[config.mk]
export PLATFORM = sky130hd
export DESIGN_NAME = pc_next_ctrl_flat
export DESIGN_NICKNAME = d
export VERILOG_FILES = /design/src/rtl/pc_next_ctrl_if.sv /design/src/rtl/pc_next_ctrl.sv /design/src/flat_wrapper.sv
export SDC_FILE = /design/constraint.sdc
export NUM_CORES = 1
export LEC_CHECK = 0
export CAP_MARGIN = 25
export CORE_AREA = 3 3 73 75
export DETAILED_ROUTE_END_ITERATION = 10
export DIE_AREA = 0 0 76 78
export PLACE_DENSITY_LB_ADDON = 0.2
export REMOVE_ABC_BUFFERS = 1
export SLEW_MARGIN = 15
export SYNTH_ARGS = -nofsm -noshare
export SYNTH_HDL_FRONTEND = slang
export SYNTH_SLANG_ARGS = --single-unit
[constraint.sdc]
create_clock -name clk -period 1.85 [get_ports clk]
set_input_delay 0.2775 -clock clk [delete_from_list [all_inputs] [get_ports clk]]
set_output_delay 0.2775 -clock clk [all_outputs]
set_load 0.005 [all_outputs]
[src/rtl/pc_next_ctrl_if.sv]
// pc_next_ctrl_if
// Bundles the fetch-stage next-PC control signals.
//   pc_in            current PC from the PC register output
//   stall            hazard stall, PC must not advance while high
//   redirect_valid   branch taken / jump resolved this cycle
//   redirect_target  destination for redirect_valid
//   halt_fetch       HLT decoded for the instruction at pc_in
//   next_pc          value to load into the PC register
//   pc_en            PC register write enable
//   halted           high while fetch is frozen by a halt
//   redirect_pending high while a stalled redirect is held
// master: pipeline side (drives pc_in/stall/redirect/halt).
// slave : the next-PC controller.
interface pc_next_ctrl_if #(
   parameter int unsigned PC_WIDTH = 16
);
   logic [PC_WIDTH-1:0] pc_in;
   logic                stall;
   logic                redirect_valid;
   logic [PC_WIDTH-1:0] redirect_target;
   logic                halt_fetch;
   logic [PC_WIDTH-1:0] next_pc;
   logic                pc_en;
   logic                halted;
   logic                redirect_pending;

   modport master (
      output pc_in, stall, redirect_valid, redirect_target, halt_fetch,
      input  next_pc, pc_en, halted, redirect_pending
   );

   modport slave (
      input  pc_in, stall, redirect_valid, redirect_target, halt_fetch,
      output next_pc, pc_en, halted, redirect_pending
   );
endinterface

[src/rtl/pc_next_ctrl.sv]
// pc_next_ctrl
// Next-PC generator for the fetch-stage PC register. Chooses sequential
// increment, redirect, or hold each cycle; remembers a redirect that lands
// during a stall and freezes fetch after a decoded halt.
// Ports:
//   clk  system clock, rising edge
//   rst  synchronous active-high reset
//   bus  pc_next_ctrl_if.slave (see interface for signal list)
module pc_next_ctrl #(
   parameter int unsigned         PC_WIDTH     = 16,
   parameter int unsigned         PC_INC       = 2,
   parameter logic [PC_WIDTH-1:0] RESET_VECTOR = '0
) (
   input  logic               clk,
   input  logic               rst,
   pc_next_ctrl_if.slave      bus
);

   typedef enum logic [1:0] {
      RUN  = 2'd0,
      HOLD = 2'd1,
      HALT = 2'd2
   } state_t;

   state_t              state_q, state_d;
   logic [PC_WIDTH-1:0] pend_q, pend_d;
   logic [PC_WIDTH-1:0] next_pc_c;
   logic                pc_en_c;
   logic [PC_WIDTH-1:0] pc_seq;

   // Carry out of the increment is dropped so the PC wraps.
   assign pc_seq = bus.pc_in + PC_WIDTH'(PC_INC);

   always_ff @(posedge clk) begin
      if (rst) begin
         state_q <= RUN;
         pend_q  <= '0;
      end else begin
         state_q <= state_d;
         pend_q  <= pend_d;
      end
   end

   always_comb begin
      state_d   = state_q;
      pend_d    = pend_q;
      next_pc_c = bus.pc_in;
      pc_en_c   = 1'b0;

      unique case (state_q)
         RUN: begin
            if (bus.redirect_valid && !bus.stall) begin
               next_pc_c = bus.redirect_target;
               pc_en_c   = 1'b1;
            end else if (bus.redirect_valid) begin
               pend_d  = bus.redirect_target;
               state_d = HOLD;
            end else if (bus.halt_fetch) begin
               state_d = HALT;
            end else if (!bus.stall) begin
               next_pc_c = pc_seq;
               pc_en_c   = 1'b1;
            end
         end

         // halt_fetch is ignored here: the instruction at pc_in is squashed.
         HOLD: begin
            if (bus.stall) begin
               if (bus.redirect_valid) pend_d = bus.redirect_target;
            end else begin
               next_pc_c = bus.redirect_valid ? bus.redirect_target : pend_q;
               pc_en_c   = 1'b1;
               state_d   = RUN;
            end
         end

         HALT: begin
            if (bus.redirect_valid && !bus.stall) begin
               next_pc_c = bus.redirect_target;
               pc_en_c   = 1'b1;
               state_d   = RUN;
            end else if (bus.redirect_valid) begin
               pend_d  = bus.redirect_target;
               state_d = HOLD;
            end
         end

         default: state_d = RUN;
      endcase

      // Reset overrides every output combinationally.
      if (rst) begin
         next_pc_c = RESET_VECTOR;
         pc_en_c   = 1'b0;
      end
   end

   assign bus.next_pc          = next_pc_c;
   assign bus.pc_en            = pc_en_c;
   assign bus.halted           = !rst && (state_q == HALT);
   assign bus.redirect_pending = !rst && (state_q == HOLD);

endmodule

[src/flat_wrapper.sv]
// flat-port wrapper written by rule: the top's interface ports become plain ports
module pc_next_ctrl_flat 
#(
   parameter int unsigned         PC_WIDTH     = 16,
   parameter int unsigned         PC_INC       = 2,
   parameter logic [PC_WIDTH-1:0] RESET_VECTOR = '0
)
  (clk, rst, bus_pc_in, bus_stall, bus_redirect_valid, bus_redirect_target, bus_halt_fetch, bus_next_pc, bus_pc_en, bus_halted, bus_redirect_pending);
  pc_next_ctrl_if #(.PC_WIDTH(PC_WIDTH)) bus_i ();
  input  logic clk;
  input  logic rst;
  input wire logic [$bits(bus_i.pc_in)-1:0] bus_pc_in;
  input wire logic [$bits(bus_i.stall)-1:0] bus_stall;
  input wire logic [$bits(bus_i.redirect_valid)-1:0] bus_redirect_valid;
  input wire logic [$bits(bus_i.redirect_target)-1:0] bus_redirect_target;
  input wire logic [$bits(bus_i.halt_fetch)-1:0] bus_halt_fetch;
  output wire logic [$bits(bus_i.next_pc)-1:0] bus_next_pc;
  output wire logic [$bits(bus_i.pc_en)-1:0] bus_pc_en;
  output wire logic [$bits(bus_i.halted)-1:0] bus_halted;
  output wire logic [$bits(bus_i.redirect_pending)-1:0] bus_redirect_pending;
  assign bus_i.pc_in = bus_pc_in;
  assign bus_i.stall = bus_stall;
  assign bus_i.redirect_valid = bus_redirect_valid;
  assign bus_i.redirect_target = bus_redirect_target;
  assign bus_i.halt_fetch = bus_halt_fetch;
  assign bus_next_pc = bus_i.next_pc;
  assign bus_pc_en = bus_i.pc_en;
  assign bus_halted = bus_i.halted;
  assign bus_redirect_pending = bus_i.redirect_pending;
  pc_next_ctrl #(.PC_WIDTH(PC_WIDTH), .PC_INC(PC_INC), .RESET_VECTOR(RESET_VECTOR)) u_core (.clk(clk), .rst(rst), .bus(bus_i));
endmodule
Word-level counts from Yosys, hierarchy flattened:

Index checks and enable logic that the tools add are counted.

* word-level logic and storage cells: 47
* bits of input ports: 37
* register bits: 18

* add/subtract/negate cells: 1
* equal/unequal tests: 8
* reductions and logical operators: 10
* muxes and demuxes: 26

Operator list (count)
* 16-bit 2-to-1 mux: 10
* 16-bit one-hot mux with 3 select lines: 1
* 16-bit one-hot mux with 2 select lines: 1
* 16-bit by 2-bit adder with 16-bit output, second input constant: 1
* 2-bit 2-to-1 mux: 6
* 2-bit != test, second input constant: 4
* 1-bit 2-to-1 mux: 6
* 2-bit one-hot mux with 3 select lines: 1
* 4-bit AND reduction: 1
* 1-bit logical AND: 3
* 3-bit by 2-bit != test with 1-bit output, second input constant: 1
* 3-bit != test, second input constant: 1
* 1-bit one-hot mux with 3 select lines: 1
* 3-bit AND reduction: 1
* 2-bit by 1-bit equality test with 1-bit output, second input constant: 1
* 2-bit equality test, second input constant: 1
* 1-bit zero test: 2
* 2-bit zero test: 1
* 2-bit nonzero test: 1
* 2-bit OR reduction: 1

Longest topological paths before layout:

Gate-level depths: netlist of run 1.

* depth after elaboration: 7
* mapped depth: 8
* depth with buffers taken out: 6

Worst setup path after synthesis of run 1:

No wires, ideal clock.

* path type: input to output
* start: input bus_redirect_valid
* end: output bus_next_pc[14]
* path slack: -0.060 ns
* data required time: 1.572 ns
* arrival: 1.632 ns
* path buffers: 1
* cell stages on the path: 6
* cell sequence: nor4bb_1 buf_4 nand4_4 nor4_2 mux2_1 a211oi_1

* cells in the longest elaborated chain, start to end: 4

Ends and longest elaborated chain
* start, declared: RTL line flat_wrapper.sv:14 `input wire logic [$bits(bus_i.redirect_valid)-1:0] bus_redirect_valid;`
* 16-bit 2-to-1 mux, or another cell as far along
* 16-bit 2-to-1 mux, on equally long branches: RTL line pc_next_ctrl.sv:68, pc_next_ctrl.sv:78, pc_next_ctrl.sv:52
* 16-bit one-hot mux with 3 select lines *: RTL line pc_next_ctrl.sv:50 `unique case (state_q)`
* 16-bit 2-to-1 mux *: RTL line pc_next_ctrl.sv:92 `if (rst) begin`
* end, declared: RTL line flat_wrapper.sv:17 `output wire logic [$bits(bus_i.next_pc)-1:0] bus_next_pc;`

Mark *: on every way between the ends. The rest lies on a longest branch, timed or not.

Worst setup path after layout of run 1:

Same ends and word-level chain as after synthesis.

==> metrics, run 1 <==
WHS=0.458 ns; Post-Route WL=between 10 and 15 mm; Setup crit end kind=output port; count leader, synth=nand2_1; Initial DRT Pass Iterations=5; Yosys reg bits=18; final instance area=about 3800 µm²; htree depth=1; post-route setup slack=-0.370 ns; ant diodes=0; Routed WL per cell=roughly 21 µm; CTS sink count=18; Syn-to-layout area delta=86.8%; top cell type's share of synthesized area=between 15 and 20%; Hold Crit Endpoint=u_core.pend_q[14]; FF-to-FF setup slack=slightly below 0.3 ns; arrival time of the worst setup path=1.94 ns; total global-route track usage=30.3%; overflow left after global routing=0; ys async rst share=0%; CP startpoint kind=input pin; crit path max fanout=2; Setup Slack @ Placement=-1.11 ns; WS Path Type=in2out; max incr delay on CP=~0.34 ns; Final Power=about 0.0015 W; multi-input logic area=~1800 µm²; mapped cell area=roughly 2000 µm²; io pins=56; Remaining DRCs=0; Slew Viols, Final=0; vias in the first global route=about 2.9k; CTS tree=done; Hold Path Depth=2; core box area=roughly 4700 µm²; crit path cell chain=buf_8 -> nor4bb_4 -> buf_4 -> nand4_4 -> nor4_4 -> mux2_4 -> a211oi_2 -> buf_2; register area share after synthesis=17.7%; GPL Wtd Cong=about 0.9; Die Wd=76 µm; Worst Skew=0.00395 ns; top cells by count, synth=53 x nand2_1, 31 x a21oi_1, 28 x nor2_1, 28 x o21ai_0, 18 x dfxtp_1; FMAX=between 400 and 500 MHz; fin crit period=~2.2 ns; CTS buffer count=3; initial antenna violation count=0; status=finished, violations left; routed vias=3258; Synth area leader=dfxtp_1; distinct cell type count of the synthesized netlist=53; fin crit share=120%; setup TNS=-2.69 ns; Leak=~1.7 nW; Post-DRT Antenna Nets=0; Die Area=5930 µm²; clk_lat worst skew=between 0.2 and 0.3 ns; clock edge transition at the registers on the reported setup and hold paths=around 0.080 ns; Setup Viol. Count Final=16; Yosys warnings=0; worst min path class=reg2reg; Rows=25; r2r startpoint=u_core.state_q[0]; Avg Cell Area, Syn=between 6 and 7 µm²; EDFF count, synth=0; post-DR vias/cell=6.41; largest vdd supply drop=between 0.0002 and 0.0003 V; Req. time, crit path=1.57 ns; Hold Crit Start=u_core.pend_q[14]; root buf cell=clkbuf_8; Initial Util=between 40% and 50%; reg2reg end=u_core.pend_q[12]; Port Buffers=55; largest net degree at the start of global routing=17; final hold vios=0; sequential cell area=368 µm²; Filler cells=about 280; share of cells above drive strength 1=between 40 and 50%; Reg2Reg Depth=8; Post-synth top flop=dfxtp_1; first-pass GRT wire length=about 15 mm; initial DRC count=approximately 440; hpwl dp=5.48 mm; hold buffers post-CTS=0; Mapped Cells=between 300 and 400; chip height=78 µm; maximum clock path buffer count=2; most area-consuming cells after synthesis=dfxtp_1 18%, nand2_1 9.8%, mux2i_1 8.3%; Nets=between 400 and 500; unrepaired setup endpoints after global routing=yes; post-placement cell area=approximately 3100 µm²; Pwr per Cell Area=404 nW/µm²; maxcap violations=0; Slew HR=73.6%; Critical Path Slowest Stage Cell=mux2_4; failing checks=setup timing; worst-margin pin slew=0.393 ns
==> timing repair <==
action                     4_1_cts  5_1_grt
gates resized for setup        161       59
pin swaps                       29       37
buffers inserted                20       18
setup endpoints to repair       19       17
gates cloned                     1        2
==> cells in the final DEF, fill, tap and decap left out, types with 5 or more instances in the layout <==
| cell type | Yosys | routed |
|---|---|---|
| buf_8 | 0 | 8 |
| o21ai_1 | 1 | 5 |
| o21ai_0 | 28 | 21 |
| nand2_1 | 53 | 50 |
| buf_6 | 0 | 21 |
| buf_4 | 3 | 74 |
| a22oi_1 | 6 | 5 |
| nor3_1 | 11 | 7 |
| nor2_1 | 28 | 24 |
| a21oi_1 | 31 | 27 |
| dfxtp_1 | 18 | 16 |
| buf_2 | 7 | 17 |
| dlygate4sd2_1 | 0 | 7 |
| mux2i_1 | 17 | 17 |
| dlymetal6s2s_1 | 0 | 6 |
| clkdlybuf4s50_1 | 0 | 19 |
==> per-stage QoR <==
step	instances	util, %
after floorplan	276	-
after global placement	468	64.9
after detailed placement	468	64.9
after CTS	492	74.0
after global routing	508	80.7
final	508	80.7
==> cells by family after synthesis <==
family                   after synthesis  share of synthesized area [%]
AND/OR/NAND/NOR                      128                           31.4
AO/OA/AOI/OAI                        103                           32.0
buffers and inverters                 34                           7.24
multiplexers                          22                           11.1
flip-flops                            18                           17.7
adder cells (fa/ha/maj)                1                          0.613
==> sequential cells by signal, summed over array words and instances, names as in the netlist <==
register / count
u_core.pend_q: 16
u_core.state_q: 2
==> power by group <==
group	switching (W)	total (W)	leakage [nW]	internal, W
clock network	0.000150	0.000295	0.0216	0.000145
registers	0.0000139	0.000418	0.149	0.000404
logic	0.000401	0.000825	1.54	0.000425
==> worst max path at each step <==
stage / from / endpoint / slack (ns) / cells after the start
floorplan: bus_pc_in[4] / bus_next_pc[14] / -0.73 / 5
global placement: bus_pc_in[4] / bus_next_pc[14] / -1.10 / 8
detailed placement: bus_stall / bus_next_pc[14] / -1.11 / 8
CTS: bus_stall / bus_next_pc[14] / -0.35 / 8
global route: bus_redirect_valid / bus_next_pc[14] / -0.42 / 8
finish: bus_redirect_valid / bus_next_pc[14] / -0.37 / 8
==> worst max-delay path: cells and delay by family <==
family | cells | cell delay [ns]
simple gates | 3 | 0.67
buf+inv | 3 | 0.41
mux | 1 | 0.34
compound gates | 1 | 0.23
==> metal layers <==
| metal | vias up | part of all wire [%] | track usage [%] |
|---|---|---|---|
| li1 | 1391 | - | - |
| met1 | 1511 | 37 | 35.5 |
| met2 | 270 | 47 | 51.9 |
| met3 | 86 | 9.6 | 6.61 |
| met4 | 0 | 6.9 | 15.9 |
| met5 | - | 0 | 0 |
==> final cells by class <==
class	count	share of cell area, %
Clock buffer	3	1.08
Inverter	4	0.394
Multi-Input combinational cell	254	46.9
Sequential cell	18	9.66
Tap cell	67	2.20
Timing Repair Buffer	162	39.7
No activity file was read; power rests on OpenSTA's default activity.
==> inputs of run 2 (changes only) <==
--- a/config.mk
+++ b/config.mk
@@ -5,10 +5,10 @@
 export SDC_FILE = /design/constraint.sdc
 export NUM_CORES = 1
 export LEC_CHECK = 0
-export CAP_MARGIN = 25
-export CORE_AREA = 3 3 73 75
+export CAP_MARGIN = 15
+export CORE_AREA = 3 3 81 83
 export DETAILED_ROUTE_END_ITERATION = 10
-export DIE_AREA = 0 0 76 78
+export DIE_AREA = 0 0 84 86
 export PLACE_DENSITY_LB_ADDON = 0.2
 export REMOVE_ABC_BUFFERS = 1
 export SLEW_MARGIN = 15
==> metrics, run 2 (synthesis gave the netlist of run 1 again) <==
Worst Skew=0.0107 ns (+0.00675 ns); Critical Path Slowest Stage Cell=o32ai_1; CTS buffer count=3 (unchanged); status=finished, violations left; chip height=86 µm (+10%); Setup crit end kind=output port; Rows=28 (+12%); CP top delay family=buffers and inverters; first-pass GRT wire length=13.6 mm (-6.5%); FMAX=460 MHz (+2.2%); Initial Util=34.4% (-8.7 points); share of cells above drive strength 1=44.9% (+2.8 points); most frequent cells in the layout=69 x buf_4, 51 x nand2_1, 32 x buf_6, 24 x a21oi_1, 22 x nor2_1; Syn-to-layout area delta=91.0%; Placed Instances=479 (+2.4%); core box area=5920 µm² (+25%); Post-DRT Antenna Nets=0 (unchanged); post-placement cell area=3120 µm² (+1.9%); most common cell after layout, fill and taps aside=buf_4; CTS tree=done; Setup Viol. Count Final=15 (-1); worst-margin pin slew=0.326 ns (-0.0672 ns); max incr delay on CP=0.33 ns (about the same); Initial DRT Pass Iterations=5 (unchanged); Port Buffers=55 (unchanged); post-DR vias/cell=5.79 (-9.8%); Pwr per Cell Area=389 nW/µm² (-3.5%); Filler cells=484 (+75%); crit path cell chain=buf_8 -> nor4bb_4 -> buf_4 -> nand4_4 -> buf_6 -> buf_6 -> nor2_4 -> nor3_2 -> o32ai_1 -> buf_2; Remaining DRCs=0 (unchanged); hpwl dp=5.58 mm (+1.7%); clock edge transition at the registers on the reported setup and hold paths=0.08 ns (about the same); Req. time, crit path=1.57 ns (about the same); unrepaired setup endpoints after global routing=yes; crit path max fanout=4 (+2); post-route insts no fill=520 (+2.4%); vias in the first global route=2725 (-5.8%); initial antenna violation count=0 (unchanged); buffer and inverter count on the worst path=5 (+2); io pins=56 (unchanged); max FFs per register=16 (unchanged); Die Wd=84 µm (+11%); Most flops, register=u_core.pend_q; arrival time of the worst setup path=1.90 ns (-0.04 ns); fin crit period=2.17 ns (-0.0469 ns); total global-route track usage=23.0% (-7.3 points); overflow left after global routing=0 (unchanged); maximum clock path buffer count=2 (unchanged); Leak=1.69 nW (-1.4%); most frequent CP cell=buf_6; worst min path class=reg2reg; Nets=485 (+0.83%); fin crit share=117% (-2.5 points); failing checks=setup timing; post-route setup slack=-0.323 ns (+0.0469 ns); GPL Wtd Cong=0.904 (+0.59%); final hold vios=0 (unchanged); maxcap violations=0 (unchanged); Slew HR=78.3% (+4.7 points); final instance area=3890 µm² (+2.2%); largest vdd supply drop=0.000246 V (-11%); CTS sink count=18 (unchanged); initial DRC count=384 (-12%); clk_lat worst skew=0.26 ns (about the same); root buf cell=clkbuf_8; WS Path Type=in2out; largest net degree at the start of global routing=19 (+2); Top Registers=u_core.pend_q x16, u_core.state_q x2; Die Area=7220 µm² (+22%); CP startpoint kind=input pin; Routed WL per cell=17.8 µm (-16%); Post-Route WL=9.27 mm (-14%); ant diodes=0 (unchanged); htree depth=1 (unchanged); Slew Viols, Final=0 (unchanged); hold buffers post-CTS=0 (unchanged); routed vias=3009 (-7.6%); WHS=0.458 ns (-0.000320 ns)
run 2: per-layer routing:
layer  GRT usage [%]  share of wire, %  up-vias
met5               0                 0        -
met4            6.58               2.0        0
met3            3.55               6.7       19
met2            38.5                48      142
met1            30.7                44     1451
li1                -                 -     1397
run 2: report_power, final:
part           switching [W]  total, W  internal, W
clock               0.000150  0.000295     0.000145
sequential         0.0000121  0.000416     0.000404
combinational       0.000381  0.000805     0.000425
total               0.000543   0.00152     0.000974
run 2: cell type report:
| class | instances | area, µm² | share of cell area, % |
|---|---|---|---|
| multi-input cells | 254 | 1840 | 47.2 |
| inverters | 4 | 15.0 | 0.385 |
| flip-flops and latches | 18 | 368 | 9.44 |
| clock buffers | 3 | 41.3 | 1.06 |
| repair buffers | 166 | 1540 | 39.5 |
| well taps | 75 | 93.8 | 2.41 |
run 2: timing repair:
| item | in CTS | in global routing |
|---|---|---|
| pin swaps | 39 | 43 |
| setup buffers | 27 | 14 |
| endpoints found under the setup margin | 19 | 18 |
| gates resized for setup | 165 | 70 |
| gates cloned | 0 | 1 |
run 2: final timing paths:
path | from | end | slack [ns] | cells after the start
max reg2reg | u_core.state_q[1] | u_core.pend_q[15] | 0.36 | 7
max | bus_redirect_valid | bus_next_pc[8] | -0.32 | 10
min reg2reg | u_core.pend_q[3] | u_core.pend_q[3] | 0.46 | 2
min | u_core.pend_q[3] | u_core.pend_q[3] | 0.46 | 2
run 2: tightest hold or removal path, cell delays in order (launching register included):
cell and delay [ns]:
dfxtp_1 0.31, nand2_1 0.05, a21oi_1 0.05
run 2: through the flow:
step	utilization, %	setup TNS, ns	worst slack, ns	total power, W
final	65.8	-2.31	-0.323	0.00152
after global routing	65.8	-3.25	-0.388	0.00158
after CTS	60.4	-3.11	-0.374	0.00142
after detailed placement	52.8	-17.08	-1.20	0.00106
after global placement	52.8	-17.04	-1.22	0.00105
after floorplan	-	-5.63	-0.727	0.000661
